[config.mk]
export PLATFORM = sky130hd
export DESIGN_NAME = key_autorepeat_flat
export DESIGN_NICKNAME = d
export VERILOG_FILES = /design/src/rtl/key_autorepeat_if.sv /design/src/rtl/key_autorepeat.sv /design/src/flat_wrapper.sv
export SDC_FILE = /design/constraint.sdc
export NUM_CORES = 1
export LEC_CHECK = 0
export BUFFER_PORTS_ARGS = -buffer_cell sky130_fd_sc_hd__buf_2
export CAP_MARGIN = 15
export CORE_ASPECT_RATIO = 0.5
export CORE_MARGIN = 2
export CORE_UTILIZATION = 65
export CTS_BUF_LIST = sky130_fd_sc_hd__clkbuf_16
export CTS_CLUSTER_DIAMETER = 30
export DETAILED_ROUTE_END_ITERATION = 10
export PLACE_DENSITY = 0.82
export RECOVER_POWER = 25
export SYNTH_ARGS = -nofsm -noshare
export SYNTH_HDL_FRONTEND = slang
export SYNTH_SLANG_ARGS = --single-unit
[constraint.sdc]
create_clock -name Clock -period 6.7 [get_ports Clock]
set_input_delay 0.67 -clock Clock [delete_from_list [all_inputs] [get_ports Clock]]
set_output_delay 0.67 -clock Clock [all_outputs]
set_load 0.05 [all_outputs]
[src/rtl/key_autorepeat_if.sv]
// Key/pulse bundle for key_autorepeat: raw active-low keys in, per-channel pulse/held levels
// and the global repeating flag out.
interface key_autorepeat_if #(
   parameter int CHANNELS = 4
);
   logic [CHANNELS-1:0] iKeys;
   logic [CHANNELS-1:0] oPulse;
   logic [CHANNELS-1:0] oHeld;
   logic                oRepeating;

   modport master (output iKeys, input oPulse, input oHeld, input oRepeating);
   modport slave  (input iKeys, output oPulse, output oHeld, output oRepeating);
endinterface

[src/rtl/key_autorepeat.sv]
// Per-channel key press / auto-repeat pulse generator with slow and fast repeat phases.
// Define KEY_AUTOREPEAT_DEBOUNCE_EN to insert a stable-time debounce filter after the synchroniser.
module key_autorepeat #(
   parameter int                  CHANNELS        = 4,
   parameter int                  CLOCK_PERIOD_NS = 20,
   parameter int                  PAUSE_NS        = 250_000_000,
   parameter int                  REPEAT_NS       = 150_000_000,
   parameter int                  FAST_NS         = 50_000_000,
   parameter int                  FAST_AFTER      = 8,
   parameter logic [CHANNELS-1:0] NO_REPEAT_MASK  = '0,
   parameter int                  DEBOUNCE_NS     = 5_000_000
) (
   input logic             Clock,
   input logic             Reset,
   key_autorepeat_if.slave bus
);
   localparam int MaxPause  = PAUSE_NS / CLOCK_PERIOD_NS;
   localparam int MaxRepeat = REPEAT_NS / CLOCK_PERIOD_NS;
   localparam int MaxFast   = FAST_NS / CLOCK_PERIOD_NS;
   localparam int MaxPR     = (MaxPause > MaxRepeat) ? MaxPause : MaxRepeat;
   localparam int MaxCount  = (MaxPR > MaxFast) ? MaxPR : MaxFast;
   localparam int CW        = $clog2(MaxCount) + 1;
   localparam int RW        = $clog2(FAST_AFTER + 1);

   if (MaxPause < 2 || MaxRepeat < 2 || MaxFast < 2) begin : g_bad_count
      $error("key_autorepeat: derived pause/repeat/fast cycle counts must all be at least 2");
   end
   if (FAST_AFTER < 1) begin : g_bad_fast_after
      $error("key_autorepeat: FAST_AFTER must be at least 1");
   end

   typedef enum logic [2:0] {IDLE, PAUSE, HOLD, REPEAT, FAST} state_t;

   logic [CHANNELS-1:0] sync1_reg;
   logic [CHANNELS-1:0] sync2_reg;
   logic [CHANNELS-1:0] key_n;       // conditioned key, still active-low
   logic [CHANNELS-1:0] pulse_vec;
   logic [CHANNELS-1:0] held_vec;
   logic [CHANNELS-1:0] rep_vec;

   always_ff @(posedge Clock) begin
      if (Reset) begin
         sync1_reg <= '1;
         sync2_reg <= '1;
      end else begin
         sync1_reg <= bus.iKeys;
         sync2_reg <= sync1_reg;
      end
   end

`ifdef KEY_AUTOREPEAT_DEBOUNCE_EN
   localparam int MaxDebounce = DEBOUNCE_NS / CLOCK_PERIOD_NS;
   localparam int DW          = $clog2(MaxDebounce + 1) + 1;

   if (MaxDebounce < 1) begin : g_bad_debounce
      $error("key_autorepeat: DEBOUNCE_NS must cover at least one clock period");
   end

   for (genvar gi = 0; gi < CHANNELS; gi++) begin : g_debounce
      logic [DW-1:0] db_cnt_reg;
      logic          db_reg;

      // Counts consecutive cycles where the input disagrees with the output; any agreement restarts it.
      always_ff @(posedge Clock) begin
         if (Reset) begin
            db_reg     <= 1'b1;
            db_cnt_reg <= '0;
         end else if (sync2_reg[gi] == db_reg) begin
            db_cnt_reg <= '0;
         end else if (db_cnt_reg == DW'(MaxDebounce - 1)) begin
            db_reg     <= sync2_reg[gi];
            db_cnt_reg <= '0;
         end else begin
            db_cnt_reg <= db_cnt_reg + 1'b1;
         end
      end

      assign key_n[gi] = db_reg;
   end
`else
   if (DEBOUNCE_NS < 0) begin : g_bad_debounce
      $error("key_autorepeat: DEBOUNCE_NS must not be negative");
   end

   assign key_n = sync2_reg;
`endif

   for (genvar gi = 0; gi < CHANNELS; gi++) begin : g_chan
      state_t        state_reg, state_next;
      logic [CW-1:0] cnt_reg, cnt_next;
      logic [RW-1:0] rpt_reg, rpt_next;
      logic          pulse_reg, pulse_next;
      logic          pressed;

      assign pressed = ~key_n[gi];

      always_ff @(posedge Clock) begin
         if (Reset) begin
            state_reg <= IDLE;
            cnt_reg   <= '0;
            rpt_reg   <= '0;
            pulse_reg <= 1'b0;
         end else begin
            state_reg <= state_next;
            cnt_reg   <= cnt_next;
            rpt_reg   <= rpt_next;
            pulse_reg <= pulse_next;
         end
      end

      always_comb begin
         state_next = state_reg;
         cnt_next   = cnt_reg;
         rpt_next   = rpt_reg;
         pulse_next = 1'b0;
         if (!pressed) begin
            state_next = IDLE;
            cnt_next   = '0;
            rpt_next   = '0;
         end else begin
            unique case (state_reg)
               IDLE: begin
                  pulse_next = 1'b1;
                  cnt_next   = '0;
                  state_next = PAUSE;
               end
               PAUSE: begin
                  if (cnt_reg == CW'(MaxPause - 1)) begin
                     cnt_next = '0;
                     if (NO_REPEAT_MASK[gi]) begin
                        state_next = HOLD;
                     end else begin
                        pulse_next = 1'b1;
                        state_next = REPEAT;
                     end
                  end else begin
                     cnt_next = cnt_reg + 1'b1;
                  end
               end
               HOLD: begin
                  cnt_next = '0;
               end
               REPEAT: begin
                  if (cnt_reg == CW'(MaxRepeat - 1)) begin
                     cnt_next   = '0;
                     pulse_next = 1'b1;
                     // The repeat counter parks at FAST_AFTER once the fast phase starts.
                     if (rpt_reg == RW'(FAST_AFTER - 1)) begin
                        rpt_next   = RW'(FAST_AFTER);
                        state_next = FAST;
                     end else begin
                        rpt_next = rpt_reg + 1'b1;
                     end
                  end else begin
                     cnt_next = cnt_reg + 1'b1;
                  end
               end
               FAST: begin
                  if (cnt_reg == CW'(MaxFast - 1)) begin
                     cnt_next   = '0;
                     pulse_next = 1'b1;
                  end else begin
                     cnt_next = cnt_reg + 1'b1;
                  end
               end
               default: begin
                  state_next = IDLE;
                  cnt_next   = '0;
                  rpt_next   = '0;
               end
            endcase
         end
      end

      assign pulse_vec[gi] = pulse_reg;
      assign held_vec[gi]  = (state_reg != IDLE);
      assign rep_vec[gi]   = (state_reg == REPEAT) || (state_reg == FAST);
   end

   assign bus.oPulse     = pulse_vec;
   assign bus.oHeld      = held_vec;
   assign bus.oRepeating = |rep_vec;
endmodule
[src/flat_wrapper.sv]
// flat-port wrapper written by rule: the top's interface ports become plain ports
module key_autorepeat_flat 
#(
   parameter int                  CHANNELS        = 4,
   parameter int                  CLOCK_PERIOD_NS = 20,
   parameter int                  PAUSE_NS        = 250_000_000,
   parameter int                  REPEAT_NS       = 150_000_000,
   parameter int                  FAST_NS         = 50_000_000,
   parameter int                  FAST_AFTER      = 8,
   parameter logic [CHANNELS-1:0] NO_REPEAT_MASK  = '0,
   parameter int                  DEBOUNCE_NS     = 5_000_000
)
  (Clock, Reset, bus_iKeys, bus_oPulse, bus_oHeld, bus_oRepeating);
  key_autorepeat_if #(.CHANNELS(CHANNELS)) bus_i ();
  input logic Clock;
  input logic Reset;
  input wire logic [$bits(bus_i.iKeys)-1:0] bus_iKeys;
  output wire logic [$bits(bus_i.oPulse)-1:0] bus_oPulse;
  output wire logic [$bits(bus_i.oHeld)-1:0] bus_oHeld;
  output wire logic [$bits(bus_i.oRepeating)-1:0] bus_oRepeating;
  assign bus_i.iKeys = bus_iKeys;
  assign bus_oPulse = bus_i.oPulse;
  assign bus_oHeld = bus_i.oHeld;
  assign bus_oRepeating = bus_i.oRepeating;
  key_autorepeat #(.CHANNELS(CHANNELS), .CLOCK_PERIOD_NS(CLOCK_PERIOD_NS), .PAUSE_NS(PAUSE_NS), .REPEAT_NS(REPEAT_NS), .FAST_NS(FAST_NS), .FAST_AFTER(FAST_AFTER), .NO_REPEAT_MASK(NO_REPEAT_MASK), .DEBOUNCE_NS(DEBOUNCE_NS)) u_core (.Clock(Clock), .Reset(Reset), .bus(bus_i));
endmodule
# [After elaboration in Yosys (flattened, before gate mapping)]
# Index checks and enable logic that the tools add are counted.
[word_totals] register_bits=140 input_bits=6
[op_classes] n_addsub=8 eq_ne=44 n_mux=60 bitwise_logic=8 reduce_logical=33
[ops] operator="25-bit two-way mux" n=12
[ops] operator="25-bit one-hot mux with 3 select lines" n=4
[ops] operator="25-bit by 1-bit adder with 25-bit output, second input constant" n=4
[ops] operator="25-bit by 22-bit == test with 1-bit output, second input constant" n=4
[ops] operator="25-bit by 23-bit == test with 1-bit output, second input constant" n=4
[ops] operator="25-bit by 24-bit == test with 1-bit output, second input constant" n=4
[ops] operator="3-bit one-hot mux with 4 select lines" n=4
[ops] operator="3-bit two-way mux" n=12
[ops] operator="4-bit two-way mux" n=8
[ops] operator="4-bit one-hot mux with 2 select lines" n=4
[ops] operator="3-bit by 2-bit == test with 1-bit output, second input constant" n=8
[ops] operator="2-bit by 1-bit inequality test with 1-bit output, second input constant" n=12
[ops] operator="4-bit OR reduction" n=5
[ops] operator="4-bit by 1-bit adder with 4-bit output, second input constant" n=4
[ops] operator="4-bit by 3-bit == test with 1-bit output, second input constant" n=4
[ops] operator="1-bit one-hot mux with 4 select lines" n=4
[ops] operator="4-bit AND reduction" n=4
[ops] operator="2-bit OR reduction" n=8
[ops] operator="3-bit by 1-bit == test with 1-bit output, second input constant" n=4
[ops] operator="3-bit == test, second input constant" n=4
[ops] operator="3-bit zero test" n=4
[ops] operator="1-bit two-way mux" n=12
[ops] operator="3-bit nonzero test" n=4
[ops] operator="1-bit NOT" n=8
[ops] operator="2 further kinds" n=8

# [Longest topological paths before layout]
[depth] word_depth=4 ltp_mapped=8 depth_no_buf=6

# [Worst setup path after synthesis]
# Ideal clock, no wire load.
[synth_timing] kind="reg2out" startpoint="reg u_core.g_chan[2].state_reg[1]" endpoint="out bus_oRepeating" arrival_time_ns=1.656 t_required_ns=6.030 path_slack_ns=4.374 path_stages_with_launch=6 path_cell_list="dfxtp_1 -> clkbuf_1 -> nor2_1 -> and2_1 -> a2111oi_0 -> nand4_1"
[synth_between] elab_chain_cells=3 elab_cells_between_ends=4 cone_classes="eq/ne (2); reduce/logical (2)"
[synth_rtl] item="start, declared" line_no="key_autorepeat.sv:89" rtl="state_t state_reg, state_next;"
[synth_rtl] item="start signal, assigned" line_no="key_autorepeat.sv:104" rtl="state_reg <= state_next;"
[synth_rtl] item="3-bit by 2-bit == test with 1-bit output or 3-bit == test (tied branches)" line_no="key_autorepeat.sv:177" rtl="assign rep_vec[gi] = (state_reg == REPEAT) || (state_reg == FAST);"
[synth_rtl] item="1-bit logical OR (*)" line_no="key_autorepeat.sv:177"
[synth_rtl] item="4-bit OR reduction (*)" line_no="key_autorepeat.sv:182" rtl="assign bus.oRepeating = |rep_vec;"
[synth_rtl] item="end, declared" line_no="flat_wrapper.sv:20" rtl="output wire logic [$bits(bus_i.oRepeating)-1:0] bus_oRepeating;"
# Every way passes the cells marked *; elsewhere a longest branch is shown, timed or not.

# [Worst setup path after layout]
[layout_timing] startpoint="reg u_core.g_chan[2].cnt_reg[9]" endpoint="reg u_core.g_chan[2].rpt_reg[0]"
[layout_between] elab_chain_cells=3
[layout_rtl] item="start, declared" line_no="key_autorepeat.sv:90" rtl="logic [CW-1:0] cnt_reg, cnt_next;"
[layout_rtl] item="start signal, assigned" line_no="key_autorepeat.sv:105" rtl="cnt_reg <= cnt_next;"
[layout_rtl] item="25-bit by 23-bit == test with 1-bit output" line_no="key_autorepeat.sv:144" rtl="if (cnt_reg == CW'(MaxRepeat - 1)) begin"
[layout_rtl] item="2-bit by 1-bit inequality test with 1-bit output (no line)"
[layout_rtl] item="2-bit AND reduction (no line)"
[layout_rtl] item="end signal, assigned" line_no="key_autorepeat.sv:106" rtl="rpt_reg <= rpt_next;"
[layout_rtl] item="end, declared" line_no="key_autorepeat.sv:91" rtl="logic [RW-1:0] rpt_reg, rpt_next;"
# No other way between the ends.
# A chain may end at the register's enable or synchronous reset.

==> results.toml <==
[sta]
timing.final.hold_violations = 0
tightest_slew_ns = 1.11
slew_headroom_pct = 25.3
fin_crit_sh_pct = 44.0
timing.fmax_mhz = 339
finalMaxSlewViolations = 0
holdWs_ns = 0.408
layout_min_cycle_time_ns = 2.95
rsz0062_at_grt = "false"
skew_ns = 0.00789
setup_tns_ns = 0
final-setup-viol-count = 0

[routing]
remaining_drc_errors = 0
drtAntennaViolNets = 0
dr.first_iter.drc_count = 554
viasPerCell = 6.23
wl_per_cell_um = 15.8
first_pass_iters = 5
vias = 6104
drt-total-wl_mm = 15.5

[power]
peakVddDrop_uv = 165
leakagePower_nw = 2.35
p_per_area_nw_per_um2 = 247

[worst_hold_path]
min_path_type = "flip-flop to flip-flop"
min_from = "u_core.sync1_reg[3]$_SDFF_PP1_"
holdPathStages = 1
whs_endpoint = "u_core.key_n[3]$_SDFF_PP1_"

[synthesis]
synthTopCellsByCount = "140 x dfxtp_1, 116 x nor2_1, 71 x nand2_1"
syn_inst = 826
synth_top_area_cell = "dfxtp_1"
synth.most_common_cell = "dfxtp_1"
synth-edff-count = 0
ys_warn_count = 0
syn_avg_cell_area_um2 = 8.36
ys_types = 63
synth-seq-area-share_pct = 40.6
ys_ff_latch = 140
syn-num-nets = 840
synthFlopType = "dfxtp_1"
async_reset_ff_share_pct = 0
synth_area_leaders = "dfxtp_1 41%, xor2_1 6.9%, nor2_1 6.3%"
syn_area_um2 = 6900
synthDominantCellAreaShare_pct = 40.6

[setup_path]
timing.rr.start = "u_core.g_chan[2].cnt_reg[9]$_SDFF_PP0_"
cp-end-kind = "flip-flop"
critPathRequiredTime_ns = 7.05
r2r_slack_ns = 3.75
setup.worst_path.start_class = "flip-flop"
arrival_ns = 3.29
criticalPathCategory = "flip-flop to flip-flop"
timing.rr.end = "u_core.g_chan[2].rpt_reg[0]$_SDFFE_PP0P_"
cp_max_fo = 6
worstRegToRegCells = 5

[floorplan]
coreArea_um2 = 10300
dieWidth_um = 150
std_cell_rows = 26
io_pins = 15
initial_core_util_pct = 67.1
die_h_um = 76.9
die-area_um2 = 11500

[cts]
post-cts-setup-buffer-count = 0
cts_htree_levels = 4
clk_latency_ns = 0.42
clockBufferDepth = 2
cts_hold_buf = 0
cts_made_buffers = 17
clk_pin_slew_worst_paths_ns = 0.06
cts_resized = 0
cts.sinks = 140
cts_tree = "done"
cts_root_buf = "clkbuf_16"

[grt]
grt_pass1_wl_mm = 26.6
grt_pass1_vias = 5657
track_usage_pct = 28.3
grt_max_degree = 26
overflow = 0
antenna_found_initial = 0

[finish]
fin_cells = 979
nets = 840
design_area_um2 = 7580
largest_register_ffs = 100
drive_above_1_share_pct = 6.79
syn_to_final_growth_pct = 9.88
insertedDiodeCount = 0

[placement]
hpwl_mm = 10.1
place_congestion = 0.880
placed_area_um2 = 7010
dp.cells = 947
port_buffers = 14

[job]
max_cap_viol_count = 0

[status]
status = "completed"
## routing by layer
metal	up-vias	GRT usage, %	routed length, µm
met5	-	0	0
li1	2940	-	-
met2	228	45.6	7200
met1	2907	38.2	7180
met4	0	10.3	263
met3	29	5.00	845
## per-stage QoR
step	setup slack, ns	power, mW	utilization [%]
after detailed placement	3.87	0.877	68.1
after floorplan	4.37	0.873	-
final	3.75	1.87	73.8
after global routing	3.49	1.91	73.8
after CTS	3.88	1.88	74.3
after global placement	3.95	0.877	68.1
## layout make-up
type                            instances  area [µm²]
Clock buffer                           17         425
Clock inverter                         15         203
Fill cell                             784        2700
Inverter                               18        67.6
Multi-Input combinational cell        632        3830
Sequential cell                       140        2800
Tap cell                              140         175
Timing Repair Buffer                   17        83.8
## critical path, stage by stage, from the launching register on
cell	delay [ns]
dfxtp_1	0.37
or4b_1	0.59
nor4b_1	0.85
a41oi_1	0.38
or4b_1	0.54
a21oi_1	0.15
## kinds of logic after synthesis
| logic type | Yosys count | share of synthesized area, % |
|---|---|---|
| AND/OR/NAND/NOR | 454 | 35.3 |
| flip-flops | 140 | 40.6 |
| XOR/XNOR | 91 | 11.5 |
| AO/OA/AOI/OAI | 79 | 7.65 |
| buffers and inverters | 54 | 3.43 |
| adder cells (fa/ha/maj) | 8 | 1.45 |
## worst max-delay path by stage
stage,end,cells after the start,slack [ns],start
floorplan,bus_oRepeating,5,4.37,u_core.g_chan[2].state_reg[1]$_SDFFE_PP0P_
global placement,u_core.g_chan[1].cnt_reg[1]$_SDFF_PP0_,5,3.95,u_core.g_chan[1].cnt_reg[16]$_SDFF_PP0_
detailed placement,u_core.g_chan[1].cnt_reg[23]$_SDFF_PP0_,5,3.87,u_core.g_chan[1].cnt_reg[17]$_SDFF_PP0_
CTS,u_core.g_chan[1].cnt_reg[23]$_SDFF_PP0_,5,3.88,u_core.g_chan[1].cnt_reg[17]$_SDFF_PP0_
global route,u_core.g_chan[2].rpt_reg[0]$_SDFFE_PP0P_,5,3.49,u_core.g_chan[2].cnt_reg[9]$_SDFF_PP0_
finish,u_core.g_chan[2].rpt_reg[0]$_SDFFE_PP0P_,5,3.75,u_core.g_chan[2].cnt_reg[9]$_SDFF_PP0_
## report_power, final
| group | switching, mW | internal, mW |
|---|---|---|
| clock network | 0.360 | 0.653 |
| logic | 0.0147 | 0.00606 |
| registers | 0.00238 | 0.836 |
## cells in the final DEF (no fill, tap or decap), drive strengths merged, types with 6 or more instances in the layout
cell type / n
and3: 14
nor3: 44
buf: 10
ha: 8
or2: 12
clkinv: 6
nor4: 19
nor4b: 7
inv: 20
nand4b: 10
clkbuf: 24
o21ai: 15
and4: 12
xnor2: 37
a21oi: 26
nand2: 71
nor2: 116
nor2b: 8
nand3: 58
nand4: 37
xor2: 54
or3: 11
dfxtp: 140
No activity file was read; power rests on OpenSTA's default activity.
